===== src/rtl/mem_seq_pkg.sv =====
// Shared types and constants for the memory cycle sequencer.
// Imported by mem_seq_wait_ctr and mem_cycle_sequencer.
package mem_seq_pkg;
  localparam int DEV_W      = 2;
  localparam int WAIT_CTR_W = 4;

  typedef enum logic [1:0] {
    IDLE,
    SETUP,
    STROBE,
    HOLD
  } state_e;
endpackage


===== src/rtl/mem_seq_wait_ctr.sv =====
// Strobe-length down-counter plus external-wait extension counter.
// done_o marks the last base STROBE cycle; timeout_o marks exhausted extensions.
module mem_seq_wait_ctr
  import mem_seq_pkg::*;
#(
  parameter int WAIT_STATES = 1,
  parameter int TIMEOUT     = 15
) (
  input  logic clk,
  input  logic rst,
  input  logic load_i,
  input  logic run_i,
  input  logic wait_i,
  output logic done_o,
  output logic timeout_o
);

  logic [WAIT_CTR_W-1:0] cnt_q, cnt_d;
  logic [WAIT_CTR_W-1:0] tmo_q, tmo_d;

  assign done_o    = (cnt_q == '0);
  assign timeout_o = (tmo_q == WAIT_CTR_W'(TIMEOUT));

  // Load on strobe entry, then count down; extend only once at zero.
  always_comb begin
    cnt_d = cnt_q;
    tmo_d = tmo_q;
    if (load_i) begin
      cnt_d = WAIT_CTR_W'(WAIT_STATES);
      tmo_d = '0;
    end else if (run_i) begin
      if (cnt_q != '0) begin
        cnt_d = cnt_q - 1'b1;
      end else if (wait_i && !timeout_o) begin
        tmo_d = tmo_q + 1'b1;
      end
    end
  end

  // Counter registers.
  always_ff @(posedge clk) begin
    if (rst) begin
      cnt_q <= '0;
      tmo_q <= '0;
    end else begin
      cnt_q <= cnt_d;
      tmo_q <= tmo_d;
    end
  end

endmodule


===== src/rtl/mem_cycle_sequencer.sv =====
// Sequences SETUP/STROBE/HOLD bus cycles for a 2->4 chip-select decoder.
// Define MEM_SEQ_WAIT_EN to add the N_WAIT port and timeout handling.
module mem_cycle_sequencer
  import mem_seq_pkg::*;
#(
  parameter int ADDR_W      = 16,
  parameter int DATA_W      = 8,
  parameter int WAIT_STATES = 1,
  parameter int TIMEOUT     = 15
) (
  input  logic              clk,
  input  logic              rst,
  input  logic              req_valid,
  output logic              req_ready,
  input  logic [ADDR_W-1:0] req_addr,
  input  logic              req_write,
  input  logic [DATA_W-1:0] req_wdata,
  output logic              resp_valid,
  output logic [DATA_W-1:0] resp_rdata,
  output logic              resp_err,
  output logic [DEV_W-1:0]  sel,
  output logic              N_SEL_EN,
  output logic [ADDR_W-1:0] bus_addr,
  output logic              N_OE,
  output logic              N_WE,
  output logic [DATA_W-1:0] bus_dout,
  output logic              bus_doe,
  input  logic [DATA_W-1:0] bus_din
`ifdef MEM_SEQ_WAIT_EN
  ,
  input  logic              N_WAIT
`endif
);

  state_e state_q, state_d;

  logic              req_ready_q, req_ready_d;
  logic              resp_valid_q, resp_valid_d;
  logic [DATA_W-1:0] resp_rdata_q, resp_rdata_d;
  logic              resp_err_q, resp_err_d;
  logic [DEV_W-1:0]  sel_q, sel_d;
  logic              n_sel_en_q, n_sel_en_d;
  logic [ADDR_W-1:0] bus_addr_q, bus_addr_d;
  logic              n_oe_q, n_oe_d;
  logic              n_we_q, n_we_d;
  logic [DATA_W-1:0] bus_dout_q, bus_dout_d;
  logic              bus_doe_q, bus_doe_d;
  logic              wr_q, wr_d;

  logic accept;
  logic wait_w;
  logic done;
  logic tmo;
  logic err_w;

  assign accept = req_valid && req_ready_q;

`ifdef MEM_SEQ_WAIT_EN
  assign wait_w = !N_WAIT;
`else
  assign wait_w = 1'b0;
`endif

  mem_seq_wait_ctr #(
    .WAIT_STATES(WAIT_STATES),
    .TIMEOUT    (TIMEOUT)
  ) u_wait_ctr (
    .clk      (clk),
    .rst      (rst),
    .load_i   (state_q == SETUP),
    .run_i    (state_q == STROBE),
    .wait_i   (wait_w),
    .done_o   (done),
    .timeout_o(tmo)
  );

  // State register.
  always_ff @(posedge clk) begin
    if (rst) state_q <= IDLE;
    else     state_q <= state_d;
  end

  // Next-state: leave STROBE once base strobes done and no wait pending.
  always_comb begin
    state_d = state_q;
    err_w   = 1'b0;
    unique case (state_q)
      IDLE:   if (accept) state_d = SETUP;
      SETUP:  state_d = STROBE;
      STROBE: begin
        if (done && !(wait_w && !tmo)) begin
          state_d = HOLD;
          err_w   = wait_w && tmo;
        end
      end
      HOLD:   state_d = IDLE;
      default: state_d = IDLE;
    endcase
  end

  // Output decode from the upcoming state so every output is registered.
  always_comb begin
    wr_d         = accept ? req_write : wr_q;
    bus_addr_d   = accept ? req_addr : bus_addr_q;
    sel_d        = accept ? req_addr[ADDR_W-1 -: DEV_W] : sel_q;
    bus_dout_d   = accept ? req_wdata : bus_dout_q;
    req_ready_d  = (state_d == IDLE);
    n_sel_en_d   = (state_d == IDLE);
    n_oe_d       = !((state_d == STROBE) && !wr_d);
    n_we_d       = !((state_d == STROBE) && wr_d);
    bus_doe_d    = (state_d != IDLE) && wr_d;
    resp_valid_d = (state_d == HOLD);
    resp_err_d   = (state_d == HOLD) && err_w;
    resp_rdata_d = resp_rdata_q;
    if (state_q == STROBE && state_d == HOLD && !wr_q) begin
      resp_rdata_d = bus_din;
    end
  end

  // Output and request-latch registers.
  always_ff @(posedge clk) begin
    if (rst) begin
      wr_q         <= 1'b0;
      bus_addr_q   <= '0;
      sel_q        <= '0;
      bus_dout_q   <= '0;
      req_ready_q  <= 1'b1;
      n_sel_en_q   <= 1'b1;
      n_oe_q       <= 1'b1;
      n_we_q       <= 1'b1;
      bus_doe_q    <= 1'b0;
      resp_valid_q <= 1'b0;
      resp_err_q   <= 1'b0;
      resp_rdata_q <= '0;
    end else begin
      wr_q         <= wr_d;
      bus_addr_q   <= bus_addr_d;
      sel_q        <= sel_d;
      bus_dout_q   <= bus_dout_d;
      req_ready_q  <= req_ready_d;
      n_sel_en_q   <= n_sel_en_d;
      n_oe_q       <= n_oe_d;
      n_we_q       <= n_we_d;
      bus_doe_q    <= bus_doe_d;
      resp_valid_q <= resp_valid_d;
      resp_err_q   <= resp_err_d;
      resp_rdata_q <= resp_rdata_d;
    end
  end

  assign req_ready  = req_ready_q;
  assign resp_valid = resp_valid_q;
  assign resp_rdata = resp_rdata_q;
  assign resp_err   = resp_err_q;
  assign sel        = sel_q;
  assign N_SEL_EN   = n_sel_en_q;
  assign bus_addr   = bus_addr_q;
  assign N_OE       = n_oe_q;
  assign N_WE       = n_we_q;
  assign bus_dout   = bus_dout_q;
  assign bus_doe    = bus_doe_q;

endmodule


===== config.mk =====
export PLATFORM = sky130hd
export DESIGN_NAME = mem_cycle_sequencer
export DESIGN_NICKNAME = d
export VERILOG_FILES = /design/src/rtl/mem_seq_pkg.sv /design/src/rtl/mem_seq_wait_ctr.sv /design/src/rtl/mem_cycle_sequencer.sv
export SDC_FILE = /design/constraint.sdc
export NUM_CORES = 1
export LEC_CHECK = 0
export CAP_MARGIN = 15
export CORE_MARGIN = 4
export CORE_UTILIZATION = 44
export CTS_CLUSTER_SIZE = 10
export DETAILED_ROUTE_END_ITERATION = 16
export GPL_TIMING_DRIVEN = 0
export PLACE_DENSITY = 0.84
export SETUP_SLACK_MARGIN = 0.3
export SYNTH_ARGS = -nofsm -noshare
export SYNTH_HDL_FRONTEND = slang
export SYNTH_SLANG_ARGS = --single-unit

===== constraint.sdc =====
create_clock -name clk -period 2.8 [get_ports clk]
set_clock_uncertainty 0.1 [all_clocks]
set_input_delay 0.28 -clock clk [delete_from_list [all_inputs] [get_ports clk]]
set_output_delay 0.28 -clock clk [all_outputs]
set_load 0.005 [all_outputs]

Word-level counts from Yosys, hierarchy flattened
Index checks and enable logic that the tools add are counted.

word-level totals
  word-level logic and storage cells = 46
  bits in registers = 46
  output and inout bits = 41

cells by class
  add/sub/neg operators = 1
  equality and inequality tests = 5
  reduce and logical (&&, ||, !) cells = 20
  multiplexer cells = 7

operators by type and width
  cell                                                  number
  equality test 2 bit (second input constant)           4
  case mux 2 bit (4 select lines)                       1
  logical AND 1 bit                                     6
  nonzero test 2 bit                                    3
  zero test 1 bit                                       4
  zero test 2 bit                                       2
  zero test 4 bit                                       1
  2-to-1 mux 1 bit                                      4
  2-to-1 mux 2 bit                                      2
  AND reduction 2 bit                                   2
  nonzero test 4 bit                                    1
  subtractor 4 x 1 -> 4 bit (second input constant)     1
  equality test 2 x 1 -> 1 bit (second input constant)  1
  OR reduction 2 bit                                    1

Depth between registers and ports, before layout
  depth in word-level cells = 6
  gate-level depth with buffers = 6

Cells and area by module
A second synthesis with hierarchy kept.

unflattened totals
  cells, all modules = 224
  area total of the unflattened synthesis = 1954.4 sq um

by module, submodules not included
  module               cells an instance  sequential area each (sq um)  times used  area each (sq um)
  mem_cycle_sequencer  174                800.8                         1           1532.7
  mem_seq_wait_ctr     50                 160.2                         1           421.7

Worst setup path before layout
Ideal clock, no wire load.

  path type = reg-to-reg
  start = reg state_q[0]
  end = reg resp_rdata_q[0], in the netlist resp_rdata[0]
  setup slack = 0.999 ns
  period minus slack after synthesis = 1.801 ns
  data arrival time = 1.630 ns
  stages on the path, launching flop included = 7
  library setup time = 0.072 ns
  cell sequence = dfxtp_1 > inv_1 > ha_1 > nor2b_1 > and2_1 > nor4_4 > mux2i_1

on the way
  cells in the longest elaborated chain, start to end = 5

ends and longest elaborated chain
  what                                               RTL line                    source
  start, declared                                    mem_cycle_sequencer.sv:35   state_e state_q, state_d;
  start signal, assigned                             mem_cycle_sequencer.sv:80   else state_q <= state_d;
  equality test 2 bit, or another cell as far along  mem_cycle_sequencer.sv:87   unique case (state_q)
  case mux 2 bit (4 select lines)                    mem_cycle_sequencer.sv:87
  equality test 2 bit                                mem_cycle_sequencer.sv:115  if (state_q == STROBE && state_d == HOLD && !wr_q) begin
  logical AND 1 bit (*) (2 in series)                mem_cycle_sequencer.sv:115
  end signal, assigned                               mem_cycle_sequencer.sv:147  resp_rdata_q <= resp_rdata_d;
  end, declared                                      mem_cycle_sequencer.sv:39   logic [DATA_W-1:0] resp_rdata_q, resp_rdata_d;

Mark *: on every way between the ends. The rest lies on a longest branch, timed or not.
A chain may end at the register's enable or synchronous reset.

Worst setup path after layout
  start = reg state_q[0]
  end = reg resp_rdata_q[4], in the netlist resp_rdata[4]

The elaborated chain is that of the path after synthesis.

==> metrics.md <==
| Metric | Value |
|---|---|
| GRT Resource Usage Total | 0.1587 |
| Starting utilization of the core area | 0.4639 |
| #FFs+latches synth | 44 |
| DIE HEIGHT | 70.83 um |
| Setup TNS | 0 ps |
| Leakage dissipation | 0.9841 nW |
| Synthesized instance count | 202 |
| Buffer type at the clock tree root | sky130_fd_sc_hd__clkbuf_8 |
| Post-CTS Setup Repair Bufs | 0 |
| Max Buffers Root-to-Sink | 2 |
| Horizontal extent of the die | 70.83 um |
| Startpoint of the worst hold path | bus_addr[12] |
| Worst r2r path cells | 6 |
| Measured slew at the worst slew-check pin | 698.4 ps |
| # diodes | 0 |
| Sinks on Clock Net | 44 |
| Total clock buffers created by CTS | 5 |
| Number of DRC violations after detailed-routing iteration 0 | 80 |
| Final Net Count | 324 |
| Total core area | 3744 um2 |
| Antenna violations before repair | 0 |
| Run status | finished, final reports clean |
| Number of synthesized flops with an enable pin | 0 |
| Full die area | 5016 um2 |
| Launch instance of the worst register-to-register path | state_q[0] |
| Endpoints failing setup | 0 |
| Clock transition at the registers of the reported paths | 80 ps |
| Async set or reset register ratio after synthesis | 0 |
| Gpl congestion | 0.7040 |
| Top-count cell post-synth | sky130_fd_sc_hd__nand2_1 |
| Largest fanout on the critical path | 8 |
| GR Overflow Total | 0 |
| Ratio of routed vias to standard cells | 4.796 |
| Required time of the critical path | 2920 ps |
| Synth top area cells | sky130_fd_sc_hd__dfxtp_1 51%, sky130_fd_sc_hd__nand2_1 11%, sky130_fd_sc_hd__a21oi_1 7.8% |
| Number of hold violations in the final report | 0 |
| Synth-to-Final Area Change | 52.88% |
| Wire length of the first global-routing pass | 6561 um |
| Final HPWL from detailed placement | 3055 um |
| Post-detailed-route count of antenna-violating nets | 0 |
| Fraction of post-synthesis cell area in the top cell type by area | 0.5072 |
| Vias post-DR | 1597 |
| Kind of critical path | reg2reg |
| Arrival time of the worst setup path | 2180 ps |
| TritonCTS clock tree | built |
| Cell total after placement | 325 |
| Unrepaired setup endpoints after global routing | false |
| Seq/Total Area, Yosys | 0.5072 |
| Pin count of the biggest net entering global routing | 14 |
| Total wire length after detailed routing | 4021 um |
| Max-capacitance violation count | 0 |
| Reg2Reg Capture Point | resp_rdata[4] |
| Final Critical Period | 2060 ps |
| Filler Cell Count | 307 |
| # port buffers | 75 |
| Crit share post-route | 0.7357 |
| Fraction of final layout cells sized beyond drive strength 1 | 0.05263 |
| Drt drc | 0 |
| Flop2flop setup slack | 740 ps |
| Dominant cell type by area after synthesis | sky130_fd_sc_hd__dfxtp_1 |
| Final Max Tran Viols | 0 |
| Top_reg_cell synth | sky130_fd_sc_hd__dfxtp_1 |
| Mapped Area | 1737 um2 |
| CTS Hold Buffers Added | 0 |
| List of most frequent post-synthesis cells | 52 x sky130_fd_sc_hd__nand2_1, 44 x sky130_fd_sc_hd__dfxtp_1, 27 x sky130_fd_sc_hd__a21oi_1 |
| PostCTS Resize Cnt | 0 |
| Detailed-router iteration count before antenna repair | 4 |
| Peak supply drop | 0.4183 mV |
| Clock latency of the later-clocked register in the worst-skew pair | 290 ps |
| Synthesized net count | 242 |
| Number of distinct library cells after synthesis | 27 |
| Maximum clock frequency | 485.4 MHz |
| Number of cells traversed by the worst hold path | 2 |
| PwrDens | 722.2 nW/um2 |
| Worst hold-check path type | reg2reg |
| Total number of H-tree levels | 2 |
| Routed len/inst | 12.08 um |
| Setup crit start kind | register |
| Mean Syn Cell Area | 8.597 um2 |
| Final hold slack | 355.0 ps |
| Warnings from Yosys | 0 |
| Worst slew margin relative to its limit | 0.5309 |
| Worst setup EP type | register |
| Std-Cell Rows | 22 |
| Number of global-route vias before repair | 1527 |
| Hold-critical path endpoint | bus_addr[12] |
| Non-filler instance count after layout | 333 |
| Boundary pin count | 77 |
==> cells in the final DEF (no fill, tap or decap), drive strengths merged, types with 2 or more instances in the layout <==
cell           instances
nor2                   6
clkdlybuf4s50         75
buf                    4
a21oi                 27
nand2b                17
and2                   2
nor4                   2
dfxtp                 44
ha                     4
nand2                 52
clkbuf                16
inv                    5
nor3b                  2
mux2i                  9
nor3                   6
or3                    2
==> sequential cells by signal, summed over array words and instances, names as in the netlist <==
register / count
bus_addr: 14
bus_dout: 8
resp_rdata: 8
u_wait_ctr.cnt_q: 4
sel: 2
state_q: 2
N_OE: 1
N_SEL_EN: 1
N_WE: 1
bus_doe: 1
resp_valid: 1
wr_q: 1
==> logic make-up after synthesis <==
| family | share of synthesized area |
|---|---|
| and+or+nand+nor | 0.2702 |
| DFF | 0.5072 |
| AOI/OAI and AO/OA | 0.09006 |
| buffers and inverters | 0.04972 |
| muxes | 0.05188 |
| adders and majority gates | 0.02882 |
| other | 0.002159 |
==> report_power, final <==
part / switching [mW] / internal (mW)
Combinational: 0.313 / 0.353
Clock: 0.202 / 0.265
Sequential: 0.0581 / 0.726
==> layer usage <==
metal  global-route usage  up-vias  part of all wire
li1                     -      819                 -
met1               0.1812      711              0.42
met2               0.2636       60              0.47
met3              0.06392        7             0.096
met4              0.06472        0             0.011
met5                    0        -                 0
==> critical path, stage by stage (launching register included) <==
cell                      delay [ps]
sky130_fd_sc_hd__dfxtp_1         420
sky130_fd_sc_hd__inv_1            90
sky130_fd_sc_hd__ha_1            240
sky130_fd_sc_hd__nor2b_1         150
sky130_fd_sc_hd__and2_1          190
sky130_fd_sc_hd__nor4_4          530
sky130_fd_sc_hd__mux2i_1         260
==> metrics by stage <==
stage / setup slack (ps) / util / total power, mW / cell area, um2
after floorplan: 998.6 / - / 1.161 / 1737
after global placement: 651.8 / 0.6805 / 1.451 / 2547
after detailed placement: 601.6 / 0.6805 / 1.470 / 2547
after CTS: 708.6 / 0.7092 / 1.932 / 2655
after global routing: 559.6 / 0.7092 / 2.037 / 2655
final: 740.0 / 0.7092 / 1.917 / 2655
==> cell type report <==
class / instances / area (um2) / share of cell area
buffer: 14 / 67.56 / 0.02545
sequential: 44 / 880.8 / 0.3318
clock buffer: 6 / 72.57 / 0.02733
tap: 48 / 60.06 / 0.02262
multi-input combinational: 139 / 769.5 / 0.2898
timing repair buffer: 75 / 750.7 / 0.2828
inverter: 5 / 18.77 / 0.007069
clock inverter: 2 / 35.03 / 0.01320
==> worst max-delay path by stage <==
| stage | from | endpoint | slack (ps) | cells past startpoint |
|---|---|---|---|---|
| finish | state_q[0] | resp_rdata[4] | 740 | 6 |
| global route | state_q[0] | resp_rdata[4] | 560 | 6 |
| CTS | state_q[0] | resp_rdata[4] | 710 | 6 |
| detailed placement | req_valid | resp_rdata[4] | 600 | 5 |
| global placement | req_valid | resp_rdata[4] | 650 | 5 |
| floorplan | state_q[0] | resp_rdata[0] | 1000 | 6 |
No activity file was read; power rests on OpenSTA's default activity.
